==> config.mk <==
export PLATFORM = sky130hd
export DESIGN_NAME = cache_bus_engine
export DESIGN_NICKNAME = d
export VERILOG_FILES = /design/src/rtl/cache_bus_pkg.sv /design/src/rtl/cache_bus_beat_ctr.sv /design/src/rtl/cache_bus_engine.sv
export SDC_FILE = /design/constraint.sdc
export NUM_CORES = 1
export LEC_CHECK = 0
export CORE_UTILIZATION = 40
export CTS_CLUSTER_DIAMETER = 150
export DETAILED_ROUTE_END_ITERATION = 16
export DONT_BUFFER_PORTS = 1
export SYNTH_ARGS = -nofsm -noshare
export SYNTH_HDL_FRONTEND = slang
export SYNTH_SLANG_ARGS = --single-unit
==> constraint.sdc <==
create_clock -name clk -period 1.9 [get_ports clk]
set_input_delay 0.285 -clock clk [delete_from_list [all_inputs] [get_ports clk]]
set_output_delay 0.285 -clock clk [all_outputs]
set_load 0.05 [all_outputs]
==> src/rtl/cache_bus_pkg.sv <==
// Shared definitions for the cache-side AHB master.
// Holds the AHB htrans/hburst encodings, the controller request opcodes,
// the engine state encoding and the line-burst type selection helper.
package cache_bus_pkg;

    localparam logic [1:0] HTRANS_IDLE = 2'b00;
    localparam logic [1:0] HTRANS_NSEQ = 2'b10;
    localparam logic [1:0] HTRANS_SEQ  = 2'b11;

    localparam logic [2:0] HBURST_SINGLE = 3'b000;
    localparam logic [2:0] HBURST_INCR   = 3'b001;
    localparam logic [2:0] HBURST_INCR4  = 3'b011;
    localparam logic [2:0] HBURST_INCR8  = 3'b101;
    localparam logic [2:0] HBURST_INCR16 = 3'b111;

    localparam logic [1:0] OP_READ_SINGLE  = 2'b00;
    localparam logic [1:0] OP_WRITE_SINGLE = 2'b01;
    localparam logic [1:0] OP_READ_LINE    = 2'b10;
    localparam logic [1:0] OP_WRITE_LINE   = 2'b11;

    // Engine state encoding, kept as plain constants so existing
    // waveform decoders and checkers keep working.
    typedef logic [2:0] state_t;
    localparam state_t ST_IDLE  = 3'd0;
    localparam state_t ST_ARB   = 3'd1;
    localparam state_t ST_ADDR  = 3'd2;
    localparam state_t ST_BURST = 3'd3;
    localparam state_t ST_LAST  = 3'd4;
    localparam state_t ST_ERR1  = 3'd5;
    localparam state_t ST_ERR2  = 3'd6;

    // Fixed-length INCRx only exists for 4/8/16 beats; everything else
    // falls back to an undefined-length INCR.
    function automatic logic [2:0] line_burst(input int line_beats, input bit fixed_burst);
        if (!fixed_burst) return HBURST_INCR;
        case (line_beats)
            4:       return HBURST_INCR4;
            8:       return HBURST_INCR8;
            16:      return HBURST_INCR16;
            default: return HBURST_INCR;
        endcase
    endfunction

endpackage

==> src/rtl/cache_bus_beat_ctr.sv <==
// Address-beat and data-beat counters for one line transfer.
// Ports:
//   clear      - restart both counters at beat 0 (held while arbitrating)
//   single     - single transfer: both phases are their own last beat
//   addr_adv   - an address phase was accepted this cycle
//   data_adv   - a data phase completed this cycle
//   addr_beat  - beat currently on the address bus
//   data_beat  - beat currently in its data phase
//   addr_last  - addr_beat is the final beat
//   data_last  - data_beat is the final beat
module cache_bus_beat_ctr #(
    parameter int LINE_BEATS = 8,
    parameter int BW = $clog2(LINE_BEATS)
) (
    input  logic          clk,
    input  logic          rst_n,
    input  logic          clear,
    input  logic          single,
    input  logic          addr_adv,
    input  logic          data_adv,
    output logic [BW-1:0] addr_beat,
    output logic [BW-1:0] data_beat,
    output logic          addr_last,
    output logic          data_last
);

    localparam logic [BW-1:0] LAST_BEAT = BW'(LINE_BEATS - 1);

    assign addr_last = single || (addr_beat == LAST_BEAT);
    assign data_last = single || (data_beat == LAST_BEAT);

    // Counters saturate on the final beat instead of wrapping, so a late
    // advance can never alias back onto beat 0.
    always_ff @(posedge clk or negedge rst_n) begin
        // NOTE: sequential state uses non-blocking assignments so every
        // register samples pre-edge values regardless of statement order.
        if (!rst_n) begin
            addr_beat <= '0;
            data_beat <= '0;
        end else if (clear) begin
            addr_beat <= '0;
            data_beat <= '0;
        end else begin
            if (addr_adv && !addr_last) addr_beat <= addr_beat + 1'b1;
            if (data_adv && !data_last) data_beat <= data_beat + 1'b1;
        end
    end

endmodule

==> src/rtl/cache_bus_engine.sv <==
// Cache-side AHB master: single read/write, line refill and line write-back.
// Ports:
//   req_*        - controller request, held until done or err
//   rdata/done/err - completion results back to the controller
//   line_*       - line SRAM side (refill writes, write-back reads, 1-cycle latency)
//   bus_req/bus_ack - shared arbiter handshake
//   h*           - AHB master interface
module cache_bus_engine
    import cache_bus_pkg::*;
#(
    parameter int DW = 32,
    parameter int AW = 32,
    parameter int LINE_BEATS = 8,
    parameter bit FIXED_BURST = 1'b1,
    localparam int BW = $clog2(LINE_BEATS)
) (
    input  logic          clk,
    input  logic          rst_n,
    input  logic          req_valid,
    input  logic [1:0]    req_op,
    input  logic [AW-1:0] req_addr,
    input  logic [2:0]    req_size,
    input  logic [DW-1:0] req_wdata,
    output logic [DW-1:0] rdata,
    output logic          done,
    output logic          err,
    output logic [BW-1:0] line_idx,
    output logic          line_we,
    output logic          line_rd_en,
    input  logic [DW-1:0] line_rdata,
    output logic [DW-1:0] line_wdata,
    output logic          bus_req,
    input  logic          bus_ack,
    output logic [AW-1:0] haddr,
    output logic          hwrite,
    output logic [2:0]    hsize,
    output logic [2:0]    hburst,
    output logic [1:0]    htrans,
    output logic [DW-1:0] hwdata,
    input  logic          hready,
    input  logic          hresp,
    input  logic [DW-1:0] hrdata
);

    localparam int SZ = $clog2(DW / 8);
    localparam int OFF = BW + SZ;
    localparam logic [2:0] LINE_HBURST = line_burst(LINE_BEATS, FIXED_BURST);

    state_t        state;
    logic [1:0]    op_q;
    logic [AW-1:0] addr_q;
    logic [2:0]    size_q;
    logic [DW-1:0] wdata_q;
    logic [1:0]    htrans_q;
    logic          data_active;

    logic [BW-1:0] addr_beat, data_beat, next_beat;
    logic          addr_last, data_last;
    logic          is_line, is_write, addr_phase, grant;
    logic          err_now, addr_acc, data_done;
    logic [AW-1:0] line_base, beat_addr;

    assign is_line    = op_q[1];
    assign is_write   = op_q[0];
    assign addr_phase = (state == ST_ADDR) || (state == ST_BURST);
    assign grant      = (state == ST_ARB) && bus_ack;

    // An error response outranks everything else in the same cycle: the
    // pending address is not accepted and the beat does not complete.
    assign err_now   = data_active && hresp;
    assign addr_acc  = addr_phase && hready && !err_now;
    assign data_done = data_active && hready && !hresp;

    assign next_beat = addr_beat + 1'b1;
    assign line_base = {addr_q[AW-1:OFF], {OFF{1'b0}}};
    assign beat_addr = line_base | ({{(AW - BW){1'b0}}, next_beat} << SZ);

    // The error cancel must reach the bus in the first error cycle, before
    // the registered htrans can react.
    assign htrans     = err_now ? HTRANS_IDLE : htrans_q;
    assign line_wdata = hrdata;
    assign line_we    = data_done && (op_q == OP_READ_LINE);
    // Write-back prefetches word k+1 as beat k is accepted so it is waiting
    // in the SRAM output register when beat k+1 is accepted.
    assign line_rd_en = (op_q == OP_WRITE_LINE) && (grant || (addr_acc && !addr_last));
    assign line_idx   = (op_q == OP_READ_LINE) ? data_beat
                      : (state == ST_ARB) ? '0 : next_beat;

    cache_bus_beat_ctr #(.LINE_BEATS(LINE_BEATS)) u_beat_ctr (
        .clk       (clk),
        .rst_n     (rst_n),
        .clear     (state == ST_ARB),
        .single    (!is_line),
        .addr_adv  (addr_acc),
        .data_adv  (data_done),
        .addr_beat (addr_beat),
        .data_beat (data_beat),
        .addr_last (addr_last),
        .data_last (data_last)
    );

    always_ff @(posedge clk or negedge rst_n) begin
        if (!rst_n) begin
            state       <= ST_IDLE;
            op_q        <= OP_READ_SINGLE;
            addr_q      <= '0;
            size_q      <= '0;
            wdata_q     <= '0;
            htrans_q    <= HTRANS_IDLE;
            data_active <= 1'b0;
            haddr       <= '0;
            hwrite      <= 1'b0;
            hsize       <= '0;
            hburst      <= HBURST_SINGLE;
            hwdata      <= '0;
            rdata       <= '0;
            done        <= 1'b0;
            err         <= 1'b0;
            bus_req     <= 1'b0;
        end else begin
            // done/err are single-cycle pulses; only a transition raises them.
            done <= 1'b0;
            err  <= 1'b0;
            case (state)
                ST_IDLE: begin
                    // The controller still holds req_valid during the done
                    // cycle, so that cycle must not start a new request.
                    if (req_valid && !done) begin
                        op_q    <= req_op;
                        addr_q  <= req_addr;
                        size_q  <= req_size;
                        wdata_q <= req_wdata;
                        bus_req <= 1'b1;
                        state   <= ST_ARB;
                    end
                end
                ST_ARB: begin
                    if (bus_ack) begin
                        state    <= ST_ADDR;
                        htrans_q <= HTRANS_NSEQ;
                        hwrite   <= is_write;
                        haddr    <= is_line ? line_base : addr_q;
                        hsize    <= is_line ? 3'(SZ) : size_q;
                        hburst   <= is_line ? LINE_HBURST : HBURST_SINGLE;
                    end
                end
                ST_ADDR, ST_BURST, ST_LAST: begin
                    if (err_now) begin
                        state       <= ST_ERR1;
                        htrans_q    <= HTRANS_IDLE;
                        data_active <= 1'b0;
                    end else if (addr_acc) begin
                        data_active <= 1'b1;
                        if (is_write) hwdata <= is_line ? line_rdata : wdata_q;
                        if (addr_last) begin
                            state    <= ST_LAST;
                            htrans_q <= HTRANS_IDLE;
                        end else begin
                            state    <= ST_BURST;
                            htrans_q <= HTRANS_SEQ;
                            haddr    <= beat_addr;
                        end
                    end else if (state == ST_LAST && data_done && data_last) begin
                        data_active <= 1'b0;
                        done        <= 1'b1;
                        bus_req     <= 1'b0;
                        state       <= ST_IDLE;
                        if (op_q == OP_READ_SINGLE) rdata <= hrdata;
                    end
                end
                ST_ERR1: begin
                    if (hready) begin
                        state   <= ST_ERR2;
                        err     <= 1'b1;
                        bus_req <= 1'b0;
                    end
                end
                default: state <= ST_IDLE;
            endcase
        end
    end

    // The arbiter must not withdraw the grant while we drive address phases.
    a_grant_held: assert property (@(posedge clk) disable iff (!rst_n) addr_phase |-> bus_ack);

endmodule
==> results.yml, run 1 <==
hold_path:
  hp-class: "in2async"
route:
  routed_wl_um: 18100
  routedWlPerCell_um: 18.8
  drtAntennaViolNets: 0
  viasPerCell: 5.02
  drt_iter0_markers: 202
  drc: 0
  drt_pass1_iterations: 4
  num_vias: 4854
finish:
  syn2layout_area_growth_pct: 24.7
  final_util_pct: 51.2
  regArea_mm2: 0.00463
  multiInputGateArea_mm2: 0.00303
  drive_above_1_share_pct: 28.5
  fillers: 1706
  nNetsFinal: 831
placement:
  hpwlAfterDp_um: 11900
  port_buffers: 0
  dpl_worst_slack_ns: 0.0257
  gp_congestion: 0.809
logic_synthesis:
  synth_most_common_cell: "dfrtp_1"
  synth-seq-area-share_pct: 57.8
  synth_top_cells_by_area: "dfrtp_1 (58%), mux2_2 (10%), mux2_4 (5.6%), mux2i_1 (4.9%), mux2_1 (4.2%)"
  yosys.area.top_type_share_pct: 57.8
  synth.distinct_cells: 45
  syn_inst: 596
  synth_edf_count: 0
  ys.flop_type: "dfrtp_1"
  synth_largest_area_cell: "dfrtp_1"
  synth_area_mm2: 0.00801
  async_flop_share_pct: 100
  post_synth.cell_area_avg_um2: 13.4
  yosysWarnings: 0
  netlist_top_cells_count: "dfrtp_1 (185), mux2_2 (72), nor2_1 (47), mux2i_1 (39), a21oi_1 (38)"
  ys_ff_latch: 185
  syn-num-nets: 739
critical_path:
  startpoint_type: "flop"
  critPathCaptureType: "output port"
  cp.arrival_ns: 1.78
  crit_end: "line_rd_en"
  startpoint: "u_beat_ctr.addr_beat[1]"
  r2r-end: "state[1]"
  rr_worst_depth: 9
  r2r_start: "u_beat_ctr.addr_beat[1]"
  reg2reg_slack_ns: -0.03
  cp.required_ns: 1.62
  worstSetupPathType: "reg2out"
  path_max_fanout: 2
global_routing:
  grt_usage_pct: 17.6
  grt_max_degree: 186
  overflow: 0
  grt_pass1_vias: 5076
  grt_pass1_wl_um: 27300
  antenna_found_initial: 1
clock_tree:
  clock_latency_ns: 0.42
  cts_buffer_depth: 2
  cts-root-buf: "clkbuf_16"
  clk_pin_slew_ns: 0.07
  cts_buffers: 17
  tritoncts: "built"
  numClockSinks: 185
  htree_levels: 4
floorplan:
  dieWidth_um: 144
  start_util_pct: 41.0
  io_pins: 284
  die-area_mm2: 0.0206
  core_area_mm2: 0.0195
  core.rowCount: 51
  die_h_um: 144
sta:
  whs_ns: -0.444
  timing_hold_violations_final: 185
  worst_pin_slew_ns: 0.637
  fin_crit_ns: 2.07
  setup_violations: 3
  finalMaxSlewViolations: 0
  post-route-period-util_pct: 109
  fin_tns_setup_ns: -0.206
  finClkSkew_ns: 0.00775
  fmax_mhz: 484
  rsz0062_at_grt: "yes"
  layout_setup_ws_ns: -0.168
  slew_headroom_pct: 57.5
pwr:
  p_per_area_mw_per_mm2: 1900
  ir_drop_v: 0.000819
  total_leakage_power_nw: 4.56
outcome:
  outcome: "complete, but fails checks"
  violations: "hold timing, setup timing"
flow_run:
  max_cap_viol_count: 0
==> where the power goes <==
part	switching (mW)	internal (mW)
Sequential	4.56	5.69
Clock	1.59	1.88
Combinational	2.36	2.89
Total	8.51	10.5
==> routing by layer <==
layer	GRT usage, %	up-vias	wire length [µm]
li1	-	2211	-
met1	20.5	2434	7160
met4	4.87	0	176
met5	0	-	0
met3	6.43	12	1510
met2	30.3	197	9300
==> what timing repair did <==
item / 4_1_cts / 5_1_grt
endpoints found under the setup margin: 4 / 62
pin swaps: 5 / 4
hold buffers: 92 / 7
buffers inserted: 8 / 4
hold endpoints to repair: 277 / 192
resized for setup: 20 / 7
gates cloned: 1 / 0
==> registers in the layout, summed over array words and instances (netlist names), 3 cells and up <==
register,cells
addr_q,32
haddr,32
hsize,3
hwdata,32
rdata,32
size_q,3
state,3
u_beat_ctr.addr_beat,3
u_beat_ctr.data_beat,3
wdata_q,32
==> through the flow <==
stage	total power, mW	hold WS [ns]	cells	area (µm²)
5_1_grt	20.0	-0.480	966	9990
4_1_cts	19.0	-0.471	955	9870
3_3_place_gp	14.8	-0.00601	822	8200
3_5_place_dp	15.1	-0.00492	822	8200
6_report	19.0	-0.444	967	9990
2_1_floorplan	13.9	-0.0106	596	8030
==> worst min-delay path by stage <==
stage               startpoint         to
floorplan                rst_n  addr_q[0]
detailed placement       rst_n  addr_q[8]
CTS                      rst_n  addr_q[8]
global placement         rst_n   haddr[8]
global route             rst_n   haddr[8]
finish                   rst_n  addr_q[8]
==> logic make-up (layout without fill, tap and decap cells) <==
kind of cell             after synthesis  in the layout  share of synthesized area (%)
other                                  1              2                         0.0468
adder cells (fa/ha/maj)                4              4                          0.625
buffers and inverters                 70            175                           5.47
AO/OA/AOI/OAI                         65             65                           4.78
XOR/XNOR                               2              2                          0.219
flip-flops                           185            185                           57.8
multiplexers                         171            171                           24.8
AND/OR/NAND/NOR                       98             98                           6.23
==> cell usage in the layout (no fill, tap or decap), types with 10 or more instances in the layout <==
cell	instances
nor2_1	45
mux2i_1	39
mux2_2	72
dlygate4sd3_1	99
buf_4	28
nand2_1	17
o21ai_0	10
clkbuf_16	17
mux2_4	30
a21oi_1	38
mux2_1	30
dfrtp_1	181
==> cell type report <==
| cell class | instances | area share (%) |
|---|---|---|
| clock buffer | 18 | 4.40 |
| timing repair buffer | 139 | 14.0 |
| multi-input combinational | 341 | 30.3 |
| inverter | 4 | 0.150 |
| antenna | 1 | 0.0250 |
| clock inverter | 14 | 1.38 |
| tap | 265 | 3.32 |
| sequential | 185 | 46.4 |
==> worst max-delay path, cell delays in order (launching register included) <==
cell and delay, ns:
dfrtp_1 0.41, ha_4 0.18, ha_4 0.16, nor2b_4 0.13, a31oi_4 0.11, buf_12 0.16
nor2_4 0.07, buf_6 0.15
Power figures use the tool's default switching activity.
==> run 2: changes to the inputs <==
--- a/config.mk
+++ b/config.mk
@@ -9,6 +9,8 @@
 export CTS_CLUSTER_DIAMETER = 150
 export DETAILED_ROUTE_END_ITERATION = 16
 export DONT_BUFFER_PORTS = 1
+export GPL_ROUTABILITY_DRIVEN = 1
+export REMOVE_ABC_BUFFERS = 1
 export SYNTH_ARGS = -nofsm -noshare
 export SYNTH_HDL_FRONTEND = slang
 export SYNTH_SLANG_ARGS = --single-unit
==> constraint.sdc (replaced) <==
create_clock -name clk -period 2 [get_ports clk]
set_input_delay 0.3 -clock clk [delete_from_list [all_inputs] [get_ports clk]]
set_output_delay 0.3 -clock clk [all_outputs]
set_load 0.05 [all_outputs]
==> run 2 against run 1 <==
The run still ends with hold timing, setup timing left. Critical path depth down 1. Critical endpoint unchanged. Sequential share of layout area rose by 2.5 points. Via count down 3.2%. Clock power down 6.6%. Setup slack better by 0.16 ns. Die area unchanged. Critical path type unchanged. Largest cell class unchanged. Register-to-register slack improved by 0.15 ns. Clock-buffer cell count unchanged. Sequential power is 4% lower.
==> results.yml, run 2 (synthesized netlist as in run 1, its figures left out) <==
hold_path:
  hp-class: "in2async"
critical_path:
  critPathCaptureType: "output port"
  worstSetupPathType: "reg2out"
  cp.arrival_ns: 1.71
  cp.required_ns: 1.70
  path_max_fanout: 2
  startpoint_type: "flop"
finish:
  drive_above_1_share_pct: 28.8
  layout_common_cells: "dfrtp_1 (183), mux2_2 (72), dlygate4sd3_1 (63), nor2_1 (45), mux2i_1 (39)"
  final_common_cell: "dfrtp_1"
  final_cells: 918
  nNetsFinal: 784
  antennaDiodeCount: 0
  syn2layout_area_growth_pct: 18.3
  finalInstanceArea_mm2: 0.00948
floorplan:
  dieWidth_um: 144
  core.rowCount: 51
  core_area_mm2: 0.0195
  io_pins: 284
  start_util_pct: 41.0
  die_h_um: 144
  die-area_mm2: 0.0206
outcome:
  violations: "hold timing, setup timing"
  outcome: "complete, but fails checks"
sta:
  fmax_mhz: 499
  finalMaxSlewViolations: 0
  layout_setup_ws_ns: -0.00576
  worst_pin_slew_ns: 0.918
  slew_headroom_pct: 38.8
  fin_tns_setup_ns: -0.00576
  whs_ns: -0.435
  timing_hold_violations_final: 185
  rsz0062_at_grt: "yes"
  fin_crit_ns: 2.01
  post-route-period-util_pct: 100
  setup_violations: 1
  finClkSkew_ns: 0.0107
route:
  drt_iter0_markers: 147
  routedWlPerCell_um: 19.2
  drt_pass1_iterations: 4
  drtAntennaViolNets: 0
  drc: 0
  viasPerCell: 5.12
  num_vias: 4699
  routed_wl_um: 17700
pwr:
  ir_drop_v: 0.000850
  power_frac_seq_pct: 55.6
  switching_share_pct: 45.7
  p_sw_mw: 8.06
  pwr-share-clk_pct: 18.4
  total_leakage_power_nw: 4.35
  internal_power_mw: 9.59
  p_per_area_mw_per_mm2: 1860
  comb_power_share_pct: 26.1
placement:
  gp_congestion: 0.902
  hpwlAfterDp_um: 11700
  dp_cells: 817
  port_buffers: 0
  place_area_mm2: 0.00814
clock_tree:
  cts_buffer_depth: 2
  htree_levels: 4
  numClockSinks: 185
  clock_latency_ns: 0.43
  clk_pin_slew_ns: 0.07
  tritoncts: "built"
  cts-root-buf: "clkbuf_16"
  cts_buffers: 17
global_routing:
  grt_max_degree: 186
  antenna_found_initial: 0
  grt_pass1_vias: 4842
  grt_usage_pct: 17.3
  grt_pass1_wl_um: 26500
  overflow: 0
flow_run:
  max_cap_viol_count: 0
==> run 2: area by class of cell <==
type	count	area [µm²]
clock buffers	18	439
fillers	1706	10000
flip-flops and latches	185	4630
repair buffers	92	917
multi-input cells	341	3020
inverters	4	15.0
well taps	265	332
clock inverters	13	125
==> run 2: repair_timing <==
action                                 CTS  global route
endpoints found under the hold margin  222           211
hold buffers                            37            26
pin swaps                                4             0
setup endpoints to repair                4            10
gates resized for setup                 17             8
buffers inserted                         5             2
==> run 2: per-layer routing <==
layer,GRT usage [%],vias up,wire length (µm)
li1,-,2112,-
met2,30.6,209,9250
met3,5.46,22,1340
met1,19.4,2356,6790
met5,0,-,0
met4,6.33,0,280
==> run 2: stage by stage <==
stage / power, mW / hold slack [ns] / setup slack (ns) / utilization (%)
after floorplan: 12.9 / 0.00441 / -1.36 / -
after global placement: 13.9 / 0.00790 / 0.107 / 41.7
after detailed placement: 14.2 / 0.00862 / 0.0709 / 41.7
after CTS: 17.7 / -0.464 / -0.0270 / 47.0
after global routing: 18.6 / -0.475 / -0.0804 / 48.5
final: 17.7 / -0.435 / -0.00576 / 48.5
==> run 2: path summary, 6_finish.rpt <==
| check | from | cells past startpoint | slack (ns) | to |
|---|---|---|---|---|
| max | u_beat_ctr.addr_beat[1] | 6 | -0.006 | line_rd_en |
| min | rst_n | 0 | -0.43 | wdata_q[26] |
| max reg2reg | u_beat_ctr.data_beat[0] | 7 | 0.12 | rdata[25] |
| min reg2reg | htrans_q[0] | 1 | 0.48 | htrans_q[0] |
| max in group asynchronous | rst_n | 0 | 2.19 | haddr[12] |
| min in group clk | req_op[1] | 1 | 0.02 | op_q[1] |
==> run 2: power by group through the flow <==
stage          clock network, mW  logic (mW)  registers, mW
2_1_floorplan                  0        3.29           9.63
3_3_place_gp                   0        4.12           9.82
3_5_place_dp                   0        4.32           9.88
4_1_cts                     3.35        4.52           9.82
5_1_grt                     3.52        5.04           10.0
6_report                    3.24        4.60           9.81
==> run 2: critical path, cell delays in order, from the launching register on <==
cell,delay (ns)
dfrtp_1,0.39
ha_2,0.20
ha_4,0.17
nor2b_4,0.14
a31oi_4,0.10
nor2_2,0.12
buf_6,0.17
